$ cat config.mk
export PLATFORM = sky130hd
export DESIGN_NAME = fetch_ctrl
export DESIGN_NICKNAME = d
export VERILOG_FILES = /design/src/rtl/fetch_ctrl.sv
export SDC_FILE = /design/constraint.sdc
export NUM_CORES = 1
export LEC_CHECK = 0
export ABC_AREA = 1
export BUFFER_PORTS_ARGS = -buffer_cell sky130_fd_sc_hd__buf_2
export CORE_MARGIN = 2
export CORE_UTILIZATION = 40
export CTS_BUF_LIST = sky130_fd_sc_hd__clkbuf_16
export DETAILED_ROUTE_END_ITERATION = 10
export PLACE_DENSITY = 0.62
export SYNTH_ARGS = -nofsm -noshare
export SYNTH_HDL_FRONTEND = slang
export SYNTH_SLANG_ARGS = --single-unit
$ cat constraint.sdc
create_clock -name clk -period 2.4 [get_ports clk]
set_input_delay 0.36 -clock clk [delete_from_list [all_inputs] [get_ports clk]]
set_output_delay 0.36 -clock clk [all_outputs]
set_load 0.005 [all_outputs]
$ cat src/rtl/fetch_ctrl.sv
// Instruction fetch controller: issues PC-addressed memory reads, holds the returned
// word for decode, and tracks redirects, halt, memory timeout and a consume counter.
module fetch_ctrl #(
   parameter logic [15:0] RESET_PC    = 16'h0000,
   parameter int          MEM_TIMEOUT = 15
) (
   input  logic        clk,
   input  logic        rst,
   output logic        imem_req,
   output logic [15:0] imem_addr,
   input  logic        imem_done,
   input  logic [15:0] imem_data,
   output logic [15:0] inst,
   output logic        inst_valid,
   output logic [15:0] pc_plus2,
   input  logic        stall,
   input  logic        halt,
   input  logic        redirect,
   input  logic [15:0] redirect_pc,
   output logic        halted,
   output logic        err,
   output logic [15:0] fetch_cnt
);

   typedef enum logic [1:0] {IDLE = 2'd0, FETCH = 2'd1, HOLD = 2'd2, HALTED = 2'd3} state_t;

   localparam logic [15:0] TMO_LAST = 16'(MEM_TIMEOUT - 1);

   state_t      state_reg, state_next;
   logic [15:0] pc_reg, pc_next;
   logic [15:0] inst_reg, inst_next;
   logic        pend_reg, pend_next;
   logic [15:0] pend_pc_reg, pend_pc_next;
   logic [15:0] tmo_reg, tmo_next;
   logic        err_reg, err_next;
   logic [15:0] cnt_reg, cnt_next;

   // A redirect arriving this cycle takes precedence over an older latched one.
   logic        eff_pend;
   logic [15:0] eff_pc;
   assign eff_pend = pend_reg | redirect;
   assign eff_pc   = redirect ? redirect_pc : pend_pc_reg;

   always_ff @(posedge clk or posedge rst) begin
      if (rst) begin
         state_reg   <= IDLE;
         pc_reg      <= RESET_PC;
         inst_reg    <= 16'h0000;
         pend_reg    <= 1'b0;
         pend_pc_reg <= 16'h0000;
         tmo_reg     <= 16'h0000;
         err_reg     <= 1'b0;
         cnt_reg     <= 16'h0000;
      end else begin
         state_reg   <= state_next;
         pc_reg      <= pc_next;
         inst_reg    <= inst_next;
         pend_reg    <= pend_next;
         pend_pc_reg <= pend_pc_next;
         tmo_reg     <= tmo_next;
         err_reg     <= err_next;
         cnt_reg     <= cnt_next;
      end
   end

   always_comb begin
      state_next   = state_reg;
      pc_next      = pc_reg;
      inst_next    = inst_reg;
      pend_next    = pend_reg;
      pend_pc_next = pend_pc_reg;
      tmo_next     = tmo_reg;
      err_next     = err_reg;
      cnt_next     = cnt_reg;
      if (redirect && state_reg != HALTED) begin
         pend_next    = 1'b1;
         pend_pc_next = redirect_pc;
      end
      case (state_reg)
         IDLE: begin
            state_next = FETCH;
            tmo_next   = 16'h0000;
         end
         FETCH: begin
            if (imem_done) begin
               tmo_next = 16'h0000;
               if (eff_pend) begin
                  // Response belongs to the abandoned path; refetch at the target.
                  pend_next = 1'b0;
                  if (eff_pc[0]) begin
                     err_next   = 1'b1;
                     state_next = HALTED;
                  end else begin
                     pc_next = eff_pc;
                  end
               end else begin
                  inst_next  = imem_data;
                  state_next = HOLD;
               end
            end else if (tmo_reg == TMO_LAST) begin
               err_next   = 1'b1;
               state_next = HALTED;
            end else begin
               tmo_next = tmo_reg + 16'd1;
            end
         end
         HOLD: begin
            if (!stall) begin
               cnt_next = cnt_reg + 16'd1;
               if (halt) begin
                  state_next = HALTED;
               end else begin
                  state_next = FETCH;
                  tmo_next   = 16'h0000;
                  if (eff_pend) begin
                     pend_next = 1'b0;
                     if (eff_pc[0]) begin
                        err_next   = 1'b1;
                        state_next = HALTED;
                     end else begin
                        pc_next = eff_pc;
                     end
                  end else begin
                     pc_next = pc_reg + 16'd2;
                  end
               end
            end
         end
         default: ;
      endcase
   end

   always_comb begin
      imem_req   = (state_reg == FETCH);
      inst_valid = (state_reg == HOLD);
      halted     = (state_reg == HALTED);
      imem_addr  = pc_reg;
      pc_plus2   = pc_reg + 16'd2;
      inst       = inst_reg;
      err        = err_reg;
      fetch_cnt  = cnt_reg;
   end

endmodule

== After elaboration in Yosys (flattened, before gate mapping) ==
Cells that the tools add are included.
Operators by class
  add/subtract/negate cells: 3
  equality and inequality tests: 12
  muxes and demuxes: 35
  bitwise logic cells: 3
  reductions and logical operators: 10
Operators by type and width (number)
  2-to-1 mux 16 bit: 11
  case mux 16 bit (3 select lines): 1
  adder 16 x 1 -> 16 bit, second input constant: 2
  case mux 16 bit (2 select lines): 1
  adder 16 x 2 -> 16 bit, second input constant: 1
  equality test 16 x 4 -> 1 bit, second input constant: 1
  2-to-1 mux 2 bit: 8
  AND reduction 4 bit: 3
  2-to-1 mux 1 bit: 11
  != test 2 bit, second input constant: 3
  case mux 2 bit (3 select lines): 1
  AND reduction 5 bit: 1
  equality test 2 bit, second input constant: 2
  != test 2 x 1 -> 1 bit, second input constant: 2
  != test 4 x 3 -> 1 bit, second input constant: 1
  case mux 1 bit (2 select lines): 2
  != test 3 x 1 -> 1 bit, second input constant: 1
  != test 3 bit, second input constant: 1
  AND reduction 3 bit: 1
  nonzero test 3 bit: 1
  equality test 2 x 1 -> 1 bit, second input constant: 1
  zero test 2 bit: 1
  NOT 1 bit: 2
  AND reduction 2 bit: 1
  other kinds (3): 3
Word-level totals
  flip-flop bits (word level): 84
  bits of input ports: 38
  word-level logic and storage cells: 71

== Longest topological paths before layout ==
  depth in word-level cells: 7
  gate-level depth with buffers: 13
  depth with buffers taken out: 12

== Worst setup path after synthesis ==
No wires, ideal clock.
  path type: register -> register
  start point: reg state_reg[0]
  end point: reg cnt_reg[14] (netlist: fetch_cnt[14])
  data arrival time: 1555 ps
  setup slack: 724 ps
  stages on the path, launching flop included: 13
  path buffers: 1
  cell sequence: dfrtp_1 inv_1 ha_1 buf_6 inv_2 nor2_4 nand2_2 nor2_4 nand2_2 nor2_2 nand2_1 o21ai_1 nand2_1
On the way
  word-level cells in the longest chain between the ends: 2
RTL lines
  from (decl): RTL line 29  | state_t state_reg, state_next;
  from (signal assigned): RTL line 55  | state_reg <= state_next;
  equality test 2 bit
  net inst_valid: RTL line 14  | output logic inst_valid,
  AND reduction 2 bit (no source line)
  to (signal assigned): RTL line 62  | cnt_reg <= cnt_next;
  to (decl): RTL line 36  | logic [15:0] cnt_reg, cnt_next;
The timed path passes the listed nets, and every way through them passes these cells.
A chain may end at the register's enable or synchronous reset.

== Worst setup path in the final report ==
  start point: reg pc_reg[1] (netlist: imem_addr[1])
  end point: out pc_plus2[15]
On the way
  word-level cells in the longest chain between the ends: 1
RTL lines
  from (decl): RTL line 30  | logic [15:0] pc_reg, pc_next;
  from (signal assigned): RTL line 56  | pc_reg <= pc_next;
  adder 16 x 2 -> 16 bit: RTL line 138  | pc_plus2 = pc_reg + 16'd2;
  to (decl): RTL line 15  | output logic [15:0] pc_plus2,
Every way passes these cells.

==> tab_implementation.tex <==
\begin{tabular}{lr}
\hline
Metric & Value \\
\hline
\multicolumn{2}{l}{\textbf{Placed design}} \\
\quad Number of instances in the placed design & 850 \\
\quad Placer's final routability congestion estimate & 0.893 \\
\quad Detailed placer's ending HPWL & 8570 µm \\
\quad Quantity of I/O buffers inserted on ports & about 110 \\
\multicolumn{2}{l}{\textbf{STA}} \\
\quad Tmin final & 2.23 ns \\
\quad Summed negative setup slack over all endpoints & 0 ns \\
\quad Setup-violating endpoint count in the final report & 0 \\
\quad Period utilization & 92.8\% \\
\quad Count of endpoints failing hold in the final timing report & 0 \\
\quad Final hold slack & around 0.13 ns \\
\quad Setup repair after global routing missed its margin & no \\
\quad Max-slew violations & 0 \\
\quad Peak Freq & $\sim$450 MHz \\
\quad Worst Clk Skew & between 0.005 and 0.006 ns \\
\quad Slew of the pin with the lowest slew margin & 0.484 ns \\
\quad Tightest slew margin relative to the limit & just under 70\% \\
\multicolumn{2}{l}{\textbf{Finish}} \\
\quad NumNets Final & about 760 \\
\quad Post-route core utilization & 49.8\% \\
\quad Post-synthesis to final-layout area growth & 20.2\% \\
\quad Final Instance Count excl. Fillers & about 870 \\
\quad Final-layout fill cell count & 1151 \\
\quad Top library cells by usage in the layout, fill and taps aside & nand2\_1, buf\_2, dfrtp\_1 \\
\quad Antenna diode count & 0 \\
\quad Commonest non-fill, non-tap cell in the layout & nand2\_1 \\
\quad Fraction of layout cells with a size suffix above 1 & 23.1\% \\
\multicolumn{2}{l}{\textbf{Worst setup path}} \\
\quad Timing startpoint of the critical path & imem\_addr[1]\$\_DFFE\_PP0P\_ \\
\quad Source of the worst register-to-register timing path & state\_reg[0]\$\_DFFE\_PP0P\_ \\
\quad Endpoint kind of the worst setup timing path & primary output \\
\quad Reg2Reg Depth & 9 \\
\quad Stage delay of the slowest cell on the critical path & 0.42 ns \\
\quad CP max-delay cell & dfrtp\_1 \\
\quad Startpoint-to-endpoint class of the critical path & reg2out \\
\quad Worst-path fanout max & 5 \\
\quad Cell type with the highest occurrence count on the critical path & nand2\_1 \\
\quad Nature of the critical path startpoint & register \\
\quad Critical path cell sequence & ha\_1, nand2\_1, nor3\_2, nand3\_1, nand2\_1, nand2\_1, buf\_2 \\
\quad Crit path arrival time & 1.87 ns \\
\quad Required arrival time at the worst endpoint & 2.04 ns \\
\multicolumn{2}{l}{\textbf{Clocking}} \\
\quad Clock-pin slew reported for the worst setup and hold paths after clock tree synthesis & about 0.060 ns \\
\quad Clock buffer count from CTS & 9 \\
\quad Count of hold-fix buffers inserted at cts & 0 \\
\quad Max Root-Sink Buffers & 2 \\
\quad Setup fix buffers added after clock tree synthesis & 0 \\
\quad Number of H-tree levels & 3 \\
\quad CTS tree & done \\
\quad CTS Sinks & 84 \\
\quad Clock tree root buffer cell & clkbuf\_16 \\
\quad Skew-Pair Late Insertion Delay & 0.34 ns \\
\quad Resize count post-CTS & 0 \\
\multicolumn{2}{l}{\textbf{GRT}} \\
\quad Overall routing resource usage & between 10\% and 20\% \\
\quad Number of antenna violations at the first check in global routing & 0 \\
\quad Busiest metal layer after global routing & met2 \\
\quad Pin count of the biggest net entering global routing & 85 \\
\quad Global-route wire length before repair & about 20000 µm \\
\quad Aggregate global routing overflow & 0 \\
\quad Met1 demand-to-capacity share in global routing & 24.7\% \\
\quad Vias in the first global route & around 4200 \\
\quad Met2 Use GR & a little over 30\% \\
\quad Met3 track utilization from global routing & 4.84\% \\
\multicolumn{2}{l}{\textbf{Synth}} \\
\quad Synth warnings & 0 \\
\quad Number of storage elements in the synthesis netlist & 84 \\
\quad Mean Syn Cell Area & 7.82 µm² \\
\quad Share of the yosys chip area belonging to registers & 43.8\% \\
\quad Number of distinct library cells after synthesis & 39 \\
\quad Nets in the synthesized netlist & 658 \\
\quad Netlist Area Pre-Place & 0.00479 mm² \\
\quad Synthesized instance count & 613 \\
\multicolumn{2}{l}{\textbf{Routing}} \\
\quad Detailed router's first-iteration violation count & 366 \\
\quad Final routed DRC violation total & 0 \\
\quad Number of search-and-repair iterations in the first detailed-routing pass & 5 \\
\quad Via Count & 4417 \\
\quad Routed wirelength normalized by instance count & 13.3 µm \\
\quad Average vias per placed instance & 5.11 \\
\quad DRT Wirelength & about 12000 µm \\
\quad Count of nets left with antenna violations after detail routing & 0 \\
\multicolumn{2}{l}{\textbf{Floorplanning}} \\
\quad Floorplan core area & 0.0116 mm² \\
\quad Die W & 113 µm \\
\quad Y dimension of the die & 113 µm \\
\quad Initial standard-cell utilization of the core & 41.5\% \\
\quad Number of placement rows & 39 \\
\quad Total Die Area & roughly 0.013 mm² \\
\quad Number of top-level pins & $\sim$110 \\
\multicolumn{2}{l}{\textbf{Pwr}} \\
\quad Peak supply drop & 0.000492 V \\
\quad Power density over the cells & 1040 mW/mm² \\
\quad Leakage Power & 3.01 nW \\
\multicolumn{2}{l}{\textbf{Min path}} \\
\quad Hold Crit Class & in2async \\
\multicolumn{2}{l}{\textbf{Outcome}} \\
\quad Status & completed \\
\multicolumn{2}{l}{\textbf{Job}} \\
\quad Max Cap Violations & 0 \\
\hline
\end{tabular}
## worst max-delay path: cells and delay by family (launching register included)
family | cells | cell delay, ns
fa+ha+maj | 1 | 0.21
buf+inv | 1 | 0.14
flops | 1 | 0.42
simple gates | 5 | 0.75
## synthesized netlist by cell type
master    instances  area share (%)
inv_1            75             5.9
nand2_2           5            0.65
nand4_1          13             1.7
nor2_8            2            0.84
nor2_4            3            0.70
nand3_2           2            0.42
o22ai_1           6            0.78
buf_4             2            0.31
buf_2             3            0.31
o21ai_4           1            0.34
buf_6             4            0.94
a21boi_0          1            0.16
o211ai_1          4            0.63
o21ai_1           5            0.52
a22oi_1           1            0.16
o21ai_2           1            0.18
xor2_1           21             3.8
a41oi_1           1            0.18
nor3_2            3            0.63
a21boi_1          6            0.94
o21ai_0          44             4.6
nor4_1            2            0.26
nand2_1         182              14
mux2_2           16             3.8
nand3_1          38             4.0
nor2_2            2            0.26
a21oi_1           2            0.21
xnor2_1           2            0.37
ha_1              7             1.8
inv_4             1            0.13
nand4_2           1            0.26
nor2_1           51             4.0
clkbuf_1          6            0.47
nor3_1            8            0.84
nand2_4           1            0.23
inv_2             5            0.39
dfrtp_1          84              44
a31oi_1           1            0.13
or2_0             1            0.13
## final timing paths
path / to / slack (ns)
max reg2reg: imem_addr[5]$_DFFE_PP0P_ / 0.34
max: pc_plus2[15] / 0.17
min: inst[11]$_DFFE_PP0P_ / 0.13
min in group clk: inst[14]$_DFFE_PP0P_ / 0.25
max in group asynchronous: imem_addr[9]$_DFFE_PP0P_ / 1.91
min reg2reg: err$_DFFE_PP0P_ / 0.46
## report_power, final
part           internal, mW  switching [mW]  leakage [nW]
Combinational         0.969            1.39          1.82
Clock                 0.908           0.578         0.153
Sequential             1.81           0.333          1.04
## layout make-up
cell class,instances,area (µm²),area share (%)
Sequential cell,84,2100,36.5
Timing Repair Buffer,109,568,9.86
Clock buffer,9,225,3.91
Multi-Input combinational cell,433,2290,39.7
Inverter,81,310,5.39
Tap cell,143,179,3.11
Clock inverter,6,88.8,1.54
## metrics by stage
step,cell area (µm²),setup WS (ns),power [mW]
2_1_floorplan,4800,0.724,3.68
4_1_cts,5760,0.189,6.05
3_5_place_dp,5450,0.345,4.54
3_3_place_gp,5450,0.449,4.49
5_1_grt,5760,0.0627,6.47
6_report,5760,0.174,6.00
## layer usage
layer / part of all wire (%) / wire length, µm
met1: 46 / 5240
met2: 46 / 5270
met3: 7.6 / 870
met4: 1.1 / 132
met5: 0 / 0
## kinds of logic (layout without fill, tap and decap cells)
| logic type | after synthesis | in the layout | synth area share, % |
|---|---|---|---|
| and+or+nand+nor | 314 | 314 | 29.1 |
| buffers and inverters | 96 | 205 | 8.43 |
| DFF | 84 | 84 | 43.8 |
| AOI/OAI and AO/OA | 73 | 73 | 8.82 |
| xor gates and xnor gates | 23 | 23 | 4.20 |
| muxes | 16 | 16 | 3.76 |
| adders and majority gates | 7 | 7 | 1.83 |
Note: power is estimated with default switching activity, not from simulation.
